==> config.mk <==
export PLATFORM = sky130hd
export DESIGN_NAME = message_scroller_flat
export DESIGN_NICKNAME = d
export VERILOG_FILES = /design/src/rtl/message_scroller_pkg.sv /design/src/rtl/message_scroller_if.sv /design/src/rtl/scroll_timer.sv /design/src/rtl/message_scroller.sv /design/src/flat_wrapper.sv
export SDC_FILE = /design/constraint.sdc
export NUM_CORES = 1
export LEC_CHECK = 0
export ABC_AREA = 1
export ABC_CLOCK_PERIOD_IN_PS = 6200
export CAP_MARGIN = 40
export CORE_UTILIZATION = 45
export CTS_CLUSTER_SIZE = 16
export DETAILED_ROUTE_END_ITERATION = 10
export DONT_BUFFER_PORTS = 1
export HOLD_SLACK_MARGIN = 0.15
export PLACE_DENSITY = 0.61
export SLEW_MARGIN = 20
export SYNTH_ARGS = -nofsm -noshare
export SYNTH_HDL_FRONTEND = slang
export SYNTH_SLANG_ARGS = --single-unit
==> constraint.sdc <==
create_clock -name clk -period 6.2 [get_ports clk]
set_input_delay 0.31 -clock clk [delete_from_list [all_inputs] [get_ports clk]]
set_output_delay 0.31 -clock clk [all_outputs]
set_load 0.05 [all_outputs]
==> src/rtl/message_scroller_pkg.sv <==
// Shared types, sizes and default message contents for the message scroller.
// Build option: SCROLL_DIR_EN adds a reverse-scroll dir input to the top.
package message_scroller_pkg;

  localparam int MSG_DEPTH = 16;
  localparam int CHAR_W    = 4;
  localparam int PTR_W     = 4;
  localparam int PRESC_W   = 16;

  typedef logic [CHAR_W-1:0] char_t;
  typedef logic [PTR_W-1:0]  ptr_t;

  typedef enum logic [1:0] {
    ST_RUN   = 2'd0,
    ST_DWELL = 2'd1,
    ST_PAUSE = 2'd2
  } state_t;

  // Four visible digits, c3 drives an3 (leftmost).
  typedef struct packed {
    char_t c3;
    char_t c2;
    char_t c1;
    char_t c0;
  } window_t;

  // Power-up message is the identity ramp 0,1,..,F.
  function automatic char_t default_char(input ptr_t idx);
    return char_t'(idx);
  endfunction

  function automatic window_t default_window(input ptr_t start);
    window_t w;
    w.c3 = default_char(start);
    w.c2 = default_char(start + ptr_t'(1));
    w.c1 = default_char(start + ptr_t'(2));
    w.c0 = default_char(start + ptr_t'(3));
    return w;
  endfunction

endpackage

==> src/rtl/message_scroller_if.sv <==
// Control, write and display-window signals of the message scroller.
// The scroller itself takes the slave side; the driver/bench takes master.
interface message_scroller_if;
  import message_scroller_pkg::*;

  logic  enable;
  logic  wr_en;
  ptr_t  wr_addr;
  char_t wr_char;
  char_t char3;
  char_t char2;
  char_t char1;
  char_t char0;
  ptr_t  ptr;
  logic  step;

  modport master (
    output enable, wr_en, wr_addr, wr_char,
    input  char3, char2, char1, char0, ptr, step
  );

  modport slave (
    input  enable, wr_en, wr_addr, wr_char,
    output char3, char2, char1, char0, ptr, step
  );

endinterface

==> src/rtl/scroll_timer.sv <==
// Step prescaler plus dwell counter; tc is a combinational terminal-count pulse.
// Both counters freeze while run is low; the dwell count is also cleared then.
module scroll_timer
  import message_scroller_pkg::*;
#(
  parameter int unsigned STEP_CYCLES = 4,
  parameter int unsigned DWELL_STEPS = 2
) (
  input  logic clk,
  input  logic reset,
  input  logic run,
  input  logic dwell,
  output logic tc,
  output logic dwell_done
);

  localparam logic [PRESC_W-1:0] PRESC_LAST = PRESC_W'(STEP_CYCLES - 1);
  localparam logic [PRESC_W-1:0] DWELL_LAST =
    PRESC_W'((DWELL_STEPS > 0) ? (DWELL_STEPS - 1) : 0);

  logic [PRESC_W-1:0] presc_q;
  logic [PRESC_W-1:0] dwell_q;

  assign tc         = run && (presc_q == PRESC_LAST);
  assign dwell_done = dwell && tc && (dwell_q == DWELL_LAST);

  always_ff @(posedge clk or negedge reset) begin
    if (!reset) begin
      presc_q <= '0;
      dwell_q <= '0;
    end else begin
      if (run) begin
        presc_q <= tc ? '0 : presc_q + PRESC_W'(1);
      end
      // A pause abandons any dwell in progress.
      if (!run || dwell_done) begin
        dwell_q <= '0;
      end else if (dwell && tc) begin
        dwell_q <= dwell_q + PRESC_W'(1);
      end
    end
  end

endmodule

==> src/rtl/message_scroller.sv <==
// 16x4 message memory shown through a registered 4-char window that scrolls every STEP_CYCLES.
// Build option SCROLL_DIR_EN adds input dir (1 = scroll backwards); default build scrolls forward.
module message_scroller
  import message_scroller_pkg::*;
#(
  parameter int unsigned STEP_CYCLES = 4,
  parameter int unsigned DWELL_STEPS = 2
) (
  input  logic clk,
  input  logic reset,
`ifdef SCROLL_DIR_EN
  input  logic dir,
`endif
  message_scroller_if.slave bus
);

  localparam bit DWELL_ON = (DWELL_STEPS != 0);

  state_t  state_q;
  state_t  state_d;
  ptr_t    ptr_q;
  ptr_t    ptr_d;
  logic    step_q;
  logic    step_d;
  char_t   msg_q [MSG_DEPTH];
  window_t win_q;

  logic    tc;
  logic    dwell_done;
  logic    reverse;
  ptr_t    ptr_adv;
  logic    wraps;

`ifdef SCROLL_DIR_EN
  assign reverse = dir;
`else
  assign reverse = 1'b0;
`endif

  assign ptr_adv = reverse ? (ptr_q - ptr_t'(1)) : (ptr_q + ptr_t'(1));
  assign wraps   = reverse ? (ptr_q == '0) : (ptr_q == '1);

  scroll_timer #(
    .STEP_CYCLES (STEP_CYCLES),
    .DWELL_STEPS (DWELL_STEPS)
  ) u_timer (
    .clk        (clk),
    .reset      (reset),
    .run        (bus.enable),
    .dwell      (state_q == ST_DWELL),
    .tc         (tc),
    .dwell_done (dwell_done)
  );

  always_comb begin
    state_d = state_q;
    ptr_d   = ptr_q;
    step_d  = 1'b0;
    if (!bus.enable) begin
      state_d = ST_PAUSE;
    end else begin
      case (state_q)
        ST_DWELL: begin
          if (dwell_done) begin
            state_d = ST_RUN;
          end
        end
        // RUN, and PAUSE resuming: the resume edge already counts as an enabled cycle.
        default: begin
          state_d = ST_RUN;
          if (tc) begin
            step_d = 1'b1;
            ptr_d  = ptr_adv;
            if (wraps && DWELL_ON) begin
              state_d = ST_DWELL;
            end
          end
        end
      endcase
    end
  end

  always_ff @(posedge clk or negedge reset) begin
    if (!reset) begin
      state_q <= ST_RUN;
      ptr_q   <= '0;
      step_q  <= 1'b0;
    end else begin
      state_q <= state_d;
      ptr_q   <= ptr_d;
      step_q  <= step_d;
    end
  end

  always_ff @(posedge clk or negedge reset) begin
    if (!reset) begin
      for (int i = 0; i < MSG_DEPTH; i++) begin
        msg_q[i] <= default_char(ptr_t'(i));
      end
    end else if (bus.wr_en) begin
      msg_q[bus.wr_addr] <= bus.wr_char;
    end
  end

  // Window trails ptr/memory by one cycle, so a write landing with a step shows together.
  always_ff @(posedge clk or negedge reset) begin
    if (!reset) begin
      win_q <= default_window('0);
    end else begin
      win_q.c3 <= msg_q[ptr_q];
      win_q.c2 <= msg_q[ptr_q + ptr_t'(1)];
      win_q.c1 <= msg_q[ptr_q + ptr_t'(2)];
      win_q.c0 <= msg_q[ptr_q + ptr_t'(3)];
    end
  end

  assign bus.char3 = win_q.c3;
  assign bus.char2 = win_q.c2;
  assign bus.char1 = win_q.c1;
  assign bus.char0 = win_q.c0;
  assign bus.ptr   = ptr_q;
  assign bus.step  = step_q;

endmodule

==> src/flat_wrapper.sv <==
// flat-port wrapper written by rule: the top's interface ports become plain ports
module message_scroller_flat import message_scroller_pkg::*;
#(
  parameter int unsigned STEP_CYCLES = 4,
  parameter int unsigned DWELL_STEPS = 2
)
  (clk, reset, bus_enable, bus_wr_en, bus_wr_addr, bus_wr_char, bus_char3, bus_char2, bus_char1, bus_char0, bus_ptr, bus_step);
  message_scroller_if bus_i ();
  input  logic clk;
  input  logic reset;
  input wire logic [$bits(bus_i.enable)-1:0] bus_enable;
  input wire logic [$bits(bus_i.wr_en)-1:0] bus_wr_en;
  input wire logic [$bits(bus_i.wr_addr)-1:0] bus_wr_addr;
  input wire logic [$bits(bus_i.wr_char)-1:0] bus_wr_char;
  output wire logic [$bits(bus_i.char3)-1:0] bus_char3;
  output wire logic [$bits(bus_i.char2)-1:0] bus_char2;
  output wire logic [$bits(bus_i.char1)-1:0] bus_char1;
  output wire logic [$bits(bus_i.char0)-1:0] bus_char0;
  output wire logic [$bits(bus_i.ptr)-1:0] bus_ptr;
  output wire logic [$bits(bus_i.step)-1:0] bus_step;
  assign bus_i.enable = bus_enable;
  assign bus_i.wr_en = bus_wr_en;
  assign bus_i.wr_addr = bus_wr_addr;
  assign bus_i.wr_char = bus_wr_char;
  assign bus_char3 = bus_i.char3;
  assign bus_char2 = bus_i.char2;
  assign bus_char1 = bus_i.char1;
  assign bus_char0 = bus_i.char0;
  assign bus_ptr = bus_i.ptr;
  assign bus_step = bus_i.step;
  message_scroller #(.STEP_CYCLES(STEP_CYCLES), .DWELL_STEPS(DWELL_STEPS)) u_core (.clk(clk), .reset(reset), .bus(bus_i));
endmodule
# ---- After elaboration in Yosys (flattened, before gate mapping)
# Index checks and enable logic that the tools add are counted.
# Widths: inputs -> output; s select.
dict set report totals {
  reg_bits 119
  input_bits 12
  out_inout_bits 21
  wordCells 81
}
dict set report op_classes {
  add_sub_neg 5
  order_cmp 6
  eq_ne 5
  mux 26
  n_bitwise 6
  n_reduce_logical 8
}
# op n
set op_table {}
lappend op_table {{$bmux 4 s4} 4}
lappend op_table {{$bwmux 64} 1}
lappend op_table {{$mux 16} 3}
lappend op_table {{$mux 4} 9}
lappend op_table {{$add 16x1->16 const B} 2}
lappend op_table {{$ge 5x5->1 const B} 5}
lappend op_table {{$not 4->5} 5}
lappend op_table {{$demux 4 s4} 1}
lappend op_table {{$eq 16x1->1 const B} 1}
lappend op_table {{$eq 16x2->1 const B} 1}
lappend op_table {{$add 4x2->4 const B} 2}
lappend op_table {{$mux 2} 4}
lappend op_table {{$lt 5x1->1 const B} 1}
lappend op_table {{$add 4x1->4 const B} 1}
lappend op_table {{$eq 4x4->1 const B} 1}
lappend op_table {{$logic_and 1x1->1} 4}
lappend op_table {{$mux 1} 4}
lappend op_table {{$ne 3x2->1 const B} 1}
lappend op_table {{$reduce_and 3->1} 1}
lappend op_table {{$eq 2x1->1 const B} 1}
lappend op_table {{$reduce_bool 2->1} 1}
lappend op_table {{$logic_not 1->1} 1}
lappend op_table {{$logic_or 1x1->1} 1}
lappend op_table {{$not 1->1} 1}

# ---- Logic depth before layout (Yosys ltp)
dict set report depth {
  ltp_word 7
  mapped_depth 12
  ltp_nobuf 9
}

# ---- Cells and area by module
# A second synthesis with hierarchy kept.
dict set report hier_totals {
  hier_cells 1000
  hier_area_um2 7063.0
}
# module n_inst cells_per_inst area_per_inst_um2
set modules_own_cells {}
lappend modules_own_cells {message_scroller 1 736 5098.6}
lappend modules_own_cells {scroll_timer 1 264 1964.4}

# ---- Worst setup path after synthesis
# No wires, ideal clock.
dict set report synth_path {
  kind {flip-flop to flip-flop}
  from {reg u_core.ptr_q[1], in the netlist u_core.bus.ptr[1]}
  to {reg u_core.win_q (netlist bit u_core.bus.char0[2])}
  setup_ns 0.117
  arrival_time_ns 2.220
  required_ns 6.083
  slack_ns 3.863
  path_stages_with_launch 13
  n_path_buf 4
  cell_sequence {dfrtp_1 -> buf_2 -> inv_1 -> buf_2 -> ha_1 -> buf_2 -> inv_1 -> buf_1 -> nand2_1 -> nand3_1 -> nand2_1 -> nand2_1 -> nand2_1}
}
dict set report synth_between {
  elab_chain_cells 5
}
# item line
set synth_rtl {}
lappend synth_rtl {{start: declaration} message_scroller.sv:21} ;# ptr_t ptr_q;
lappend synth_rtl {{start signal: assignment} message_scroller.sv:90} ;# ptr_q <= ptr_d;
lappend synth_rtl {{$add 4x2->4} message_scroller.sv:113} ;# win_q.c0 <= msg_q[ptr_q + ptr_t'(3)];
lappend synth_rtl {{$not 4->5 (not written as such)} message_scroller.sv:113}
lappend synth_rtl {{$bmux 4 s4} message_scroller.sv:113}
lappend synth_rtl {{$mux 4 (not written as such) (2 in series)} message_scroller.sv:113}
lappend synth_rtl {{end signal: assignment} message_scroller.sv:108} ;# win_q <= default_window('0);
lappend synth_rtl {{end: declaration} message_scroller.sv:26} ;# window_t win_q;
# No other way between the ends. The select of a mux whose other input is x is not followed.
# A chain may end at the register's enable or synchronous reset.

# ---- Final worst setup path
dict set report layout_path {
  from {reg u_core.ptr_q[1], in the netlist u_core.bus.ptr[1]}
  to {reg u_core.win_q (netlist bit u_core.bus.char2[2])}
}
dict set report layout_between {
  elab_chain_cells 5
}
# item line
set layout_rtl {}
lappend layout_rtl {{$add 4x1->4} -}
lappend layout_rtl {{via u_core.ptr_adv[1]} message_scroller.sv:31} ;# ptr_t ptr_adv;
lappend layout_rtl {{$not 4->5 (not written as such)} message_scroller.sv:111} ;# win_q.c2 <= msg_q[ptr_q + ptr_t'(1)];
lappend layout_rtl {{$bmux 4 s4} message_scroller.sv:111}
lappend layout_rtl {{$mux 4 (not written as such) (2 in series)} message_scroller.sv:111}
# The timed path passes the listed nets, and every way through them passes these cells. The select of a mux whose other input is x is not followed.

==> impl_results.md <==
- Number of setup buffers added after CTS: 0
- Area delta synth->final: 12.0%
- Io pins: 33
- Initial antenna violation count: 0
- Synthesized area per cell: 7.39 um2
- Remaining Overflow, GRT: 0
- Pwr per Cell Area: 311 nW/um2
- Vias: 6304
- Seq. cell area: 3020 um2
- GP Congestion: 0.869
- Total GRT Usage: 25.0%
- Worst Path Arrival: 2.94 ns
- Worst-Margin Slew: 0.857 ns
- Slowest stage delay, CP: 0.41 ns
- Share of the yosys chip area belonging to registers: 42.3%
- Tmin final: 2.65 ns
- FF-to-FF Start: u_core.bus.ptr[1]$_DFFE_PN0P_
- Mapped cell area: 7140 um2
- Row Count: 45
- Clock Tree Buf Depth: 2
- Largest net degree at the start of global routing: 120
- Initial DRC count: 627
- DP Cell Count: 1143
- CP Data Required Time: 6.50 ns
- Die W: 128 um
- Routed len/inst: 16.0 um
- Peak supply drop: 0.193 mV
- RSZ-0062 raised after global routing: false
- Core Box Area: 15400 um2
- Crit path launch type: flop
- M3 GR Usage: 6.51%
- Clock buffer count from CTS: 17
- Die Height: 128 um
- Final setup fails: 0
- Nets: 986
- Share of post-route cells with drive strength above 1: 10.8%
- Mapped Nets: 985
- Hold path depth: 2
- Cell count after synthesis: 966
- Reg2reg end: u_core.bus.char2[2]$_DFF_PN0_
- GR Util met2: 36.0%
- Most frequent cell on the critical path: nand2_1
- IO Port Bufs: 0
- Total wire length: 19100 um
- Lkg Pwr: 0.00395 uW
- Max transition margin: 42.7%
- TritonCTS Sinks: 119
- Clk Latency, worst-skew pair: 0.42 ns
- Type of the most critical hold path: in2reg
- First-pass GRT wire length: 31200 um
- Crit path max fanout: 37
- Area of the multi-input gates: 3600 um2
- Drt via density: 5.29
- DRC: 0
- Status: completed
- Dpl hpwl: 13300 um
- Synth warn: 0
- H-tree depth: 4
- Slowest CP cell: buf_4
- # fillers: 1480
- Register-to-Register Setup Slack: 3.55 ns
- TNS Setup: 0 ns
- Initial Util: 46.5%
- CP Capture Type: flop
- Period utilization: 42.7%
- Clock-pin slew on the worst setup and hold paths: 0.05 ns
- Cells on worst reg2reg path: 11
- Vias in the first global route: 5701
- CTS resizes: 0
- Yosys reg bits: 119
- # diodes: 0
- Final Hold Vio Count: 0
- TritonCTS clock tree: done
- GRT met1 Usage: 36.8%
- Post-synth cell types: 38
- Crit-path cells: buf_4 > inv_1 > buf_8 > ha_1 > inv_1 > buf_8 > nand2_1 > nand3_1 > nand2_1 > nand2_1 > nand2_1
- Post-CTS Hold Buffers: 13
- Hold wc startpoint: bus_enable
- Maxcap violations: 0
- Final count of pins violating max slew: 0
- Non-filler cells, final: 1191
- Max Clock Freq: 378 MHz
- Drt pass-1 iters: 5
- WS Path Type: reg2reg
- Final ANT Viol Nets: 0
- GRT busiest layer: met1
- Root Buffer: clkbuf_16
- Total die area: 16400 um2
- Worst Skew: 0.0108 ns
- WHS Endpoint: u_core.u_timer.presc_q[2]$_DFFE_PN0P_
[per-layer routing]
layer,share of wire (%),vias to the layer above
li1,-,3160
met1,50,2963
met2,42,159
met3,5.4,22
met4,1.7,0
met5,0,-
[worst max-delay path, delay by kind of cell (launching register included)]
kind | cells | cell delay (ns)
flip-flops | 1 | 0.32
buffers and inverters | 5 | 1.47
AND/OR/NAND/NOR | 5 | 0.32
adder cells (fa/ha/maj) | 1 | 0.38
[final cells by class]
| cell class | count | share of cell area [%] |
|---|---|---|
| multi-input cells | 732 | 45.0 |
| flip-flops and latches | 119 | 37.8 |
| clock buffers | 24 | 6.15 |
| inverters | 76 | 3.58 |
| well taps | 211 | 3.30 |
| repair buffers | 21 | 3.22 |
| clock inverters | 8 | 0.907 |
[through the flow]
stage	hold slack [ns]	setup WS [ns]	util, %	area [um2]	total power (uW)
6_report	0.179	3.55	52.0	8000	2490
5_1_grt	0.211	3.36	52.0	8000	2620
4_1_cts	0.162	2.66	51.7	7950	2500
3_5_place_dp	0.0228	2.67	47.1	7240	1520
3_3_place_gp	0.0239	2.63	46.8	7200	1510
2_1_floorplan	0.0144	3.86	-	7140	1400
[Yosys cell counts (all sizes together)]
master	count	share of area [%]
a21oi	14	1.0
a22oi	1	0.11
buf	29	2.7
clkbuf	10	0.53
clkinv	1	0.070
dfrtp	83	29
dfstp	36	13
ha	7	1.2
inv	75	3.9
mux2i	28	3.9
nand2	344	18
nand3	88	6.2
nand4	24	2.1
nor2	49	2.7
nor3	11	1.2
nor3b	1	0.11
nor4	3	0.68
o211ai	4	0.42
o21a	4	0.42
o21ai	120	8.5
o21bai	1	0.11
or2	16	1.4
xnor2	3	0.37
xor2	14	1.8
[flip-flops by register name, indices dropped and copies added, names as in the netlist]
name and cells:
u_core.bus.char0 4, u_core.bus.char1 4, u_core.bus.char2 4, u_core.bus.char3 4, u_core.bus.ptr 4, u_core.bus.step 1
u_core.msg_q 64, u_core.state_q 2, u_core.u_timer.dwell_q 16, u_core.u_timer.presc_q 16
[cell families (layout without fill, tap and decap cells)]
kind of cell	Yosys count	in the layout	synth area share, %
and+or+nand+nor	536	536	32.5
muxes	28	28	3.92
AOI/OAI and AO/OA	144	144	10.6
DFF	119	119	42.3
buffers and inverters	115	129	7.27
adders and majority gates	7	7	1.23
xor gates and xnor gates	17	17	2.19
[layout by cell type, fill, tap and decap left out, types with 3 or more instances in the layout]
cell type and instances:
nor3_1 5, nor3_2 6, nor2_1 46, o211ai_1 4, nor2_2 3, ha_1 7, nand4_1 24, nand3_1 88
buf_8 4, buf_4 3, or2_0 7, mux2i_1 28, clkbuf_1 3, clkbuf_8 4, or2_1 5, inv_2 9
xnor2_1 3, or2_2 4, clkinvlp_4 3, xor2_1 13, o21a_1 4, inv_1 66, a21oi_1 13, nand2_1 342
clkbuf_16 17, o21ai_0 101, dfstp_2 36, dlygate4sd3_1 12, o21ai_1 17, dfrtp_1 82, clkinv_2 5
[worst max-delay path by stage]
| stage | from | depth (start not counted) | endpoint |
|---|---|---|---|
| floorplan | u_core.bus.ptr[1]$_DFFE_PN0P_ | 12 | u_core.bus.char0[2]$_DFF_PN0_ |
| global placement | u_core.bus.ptr[1]$_DFFE_PN0P_ | 9 | u_core.bus.char0[1]$_DFF_PN1_ |
| detailed placement | u_core.bus.ptr[1]$_DFFE_PN0P_ | 10 | u_core.bus.char0[1]$_DFF_PN1_ |
| CTS | u_core.bus.ptr[1]$_DFFE_PN0P_ | 10 | u_core.bus.char0[1]$_DFF_PN1_ |
| global route | u_core.bus.ptr[1]$_DFFE_PN0P_ | 11 | u_core.bus.char2[2]$_DFF_PN0_ |
| finish | u_core.bus.ptr[1]$_DFFE_PN0P_ | 11 | u_core.bus.char2[2]$_DFF_PN0_ |
[power by group]
group          total (uW)  leakage (uW)  switching [uW]  internal [uW]
sequential           1130       0.00143             187            947
combinational         414       0.00225             268            145
clock                 940      0.000272             350            590
total                2490       0.00395             805           1680
Power figures use the tool's default switching activity.
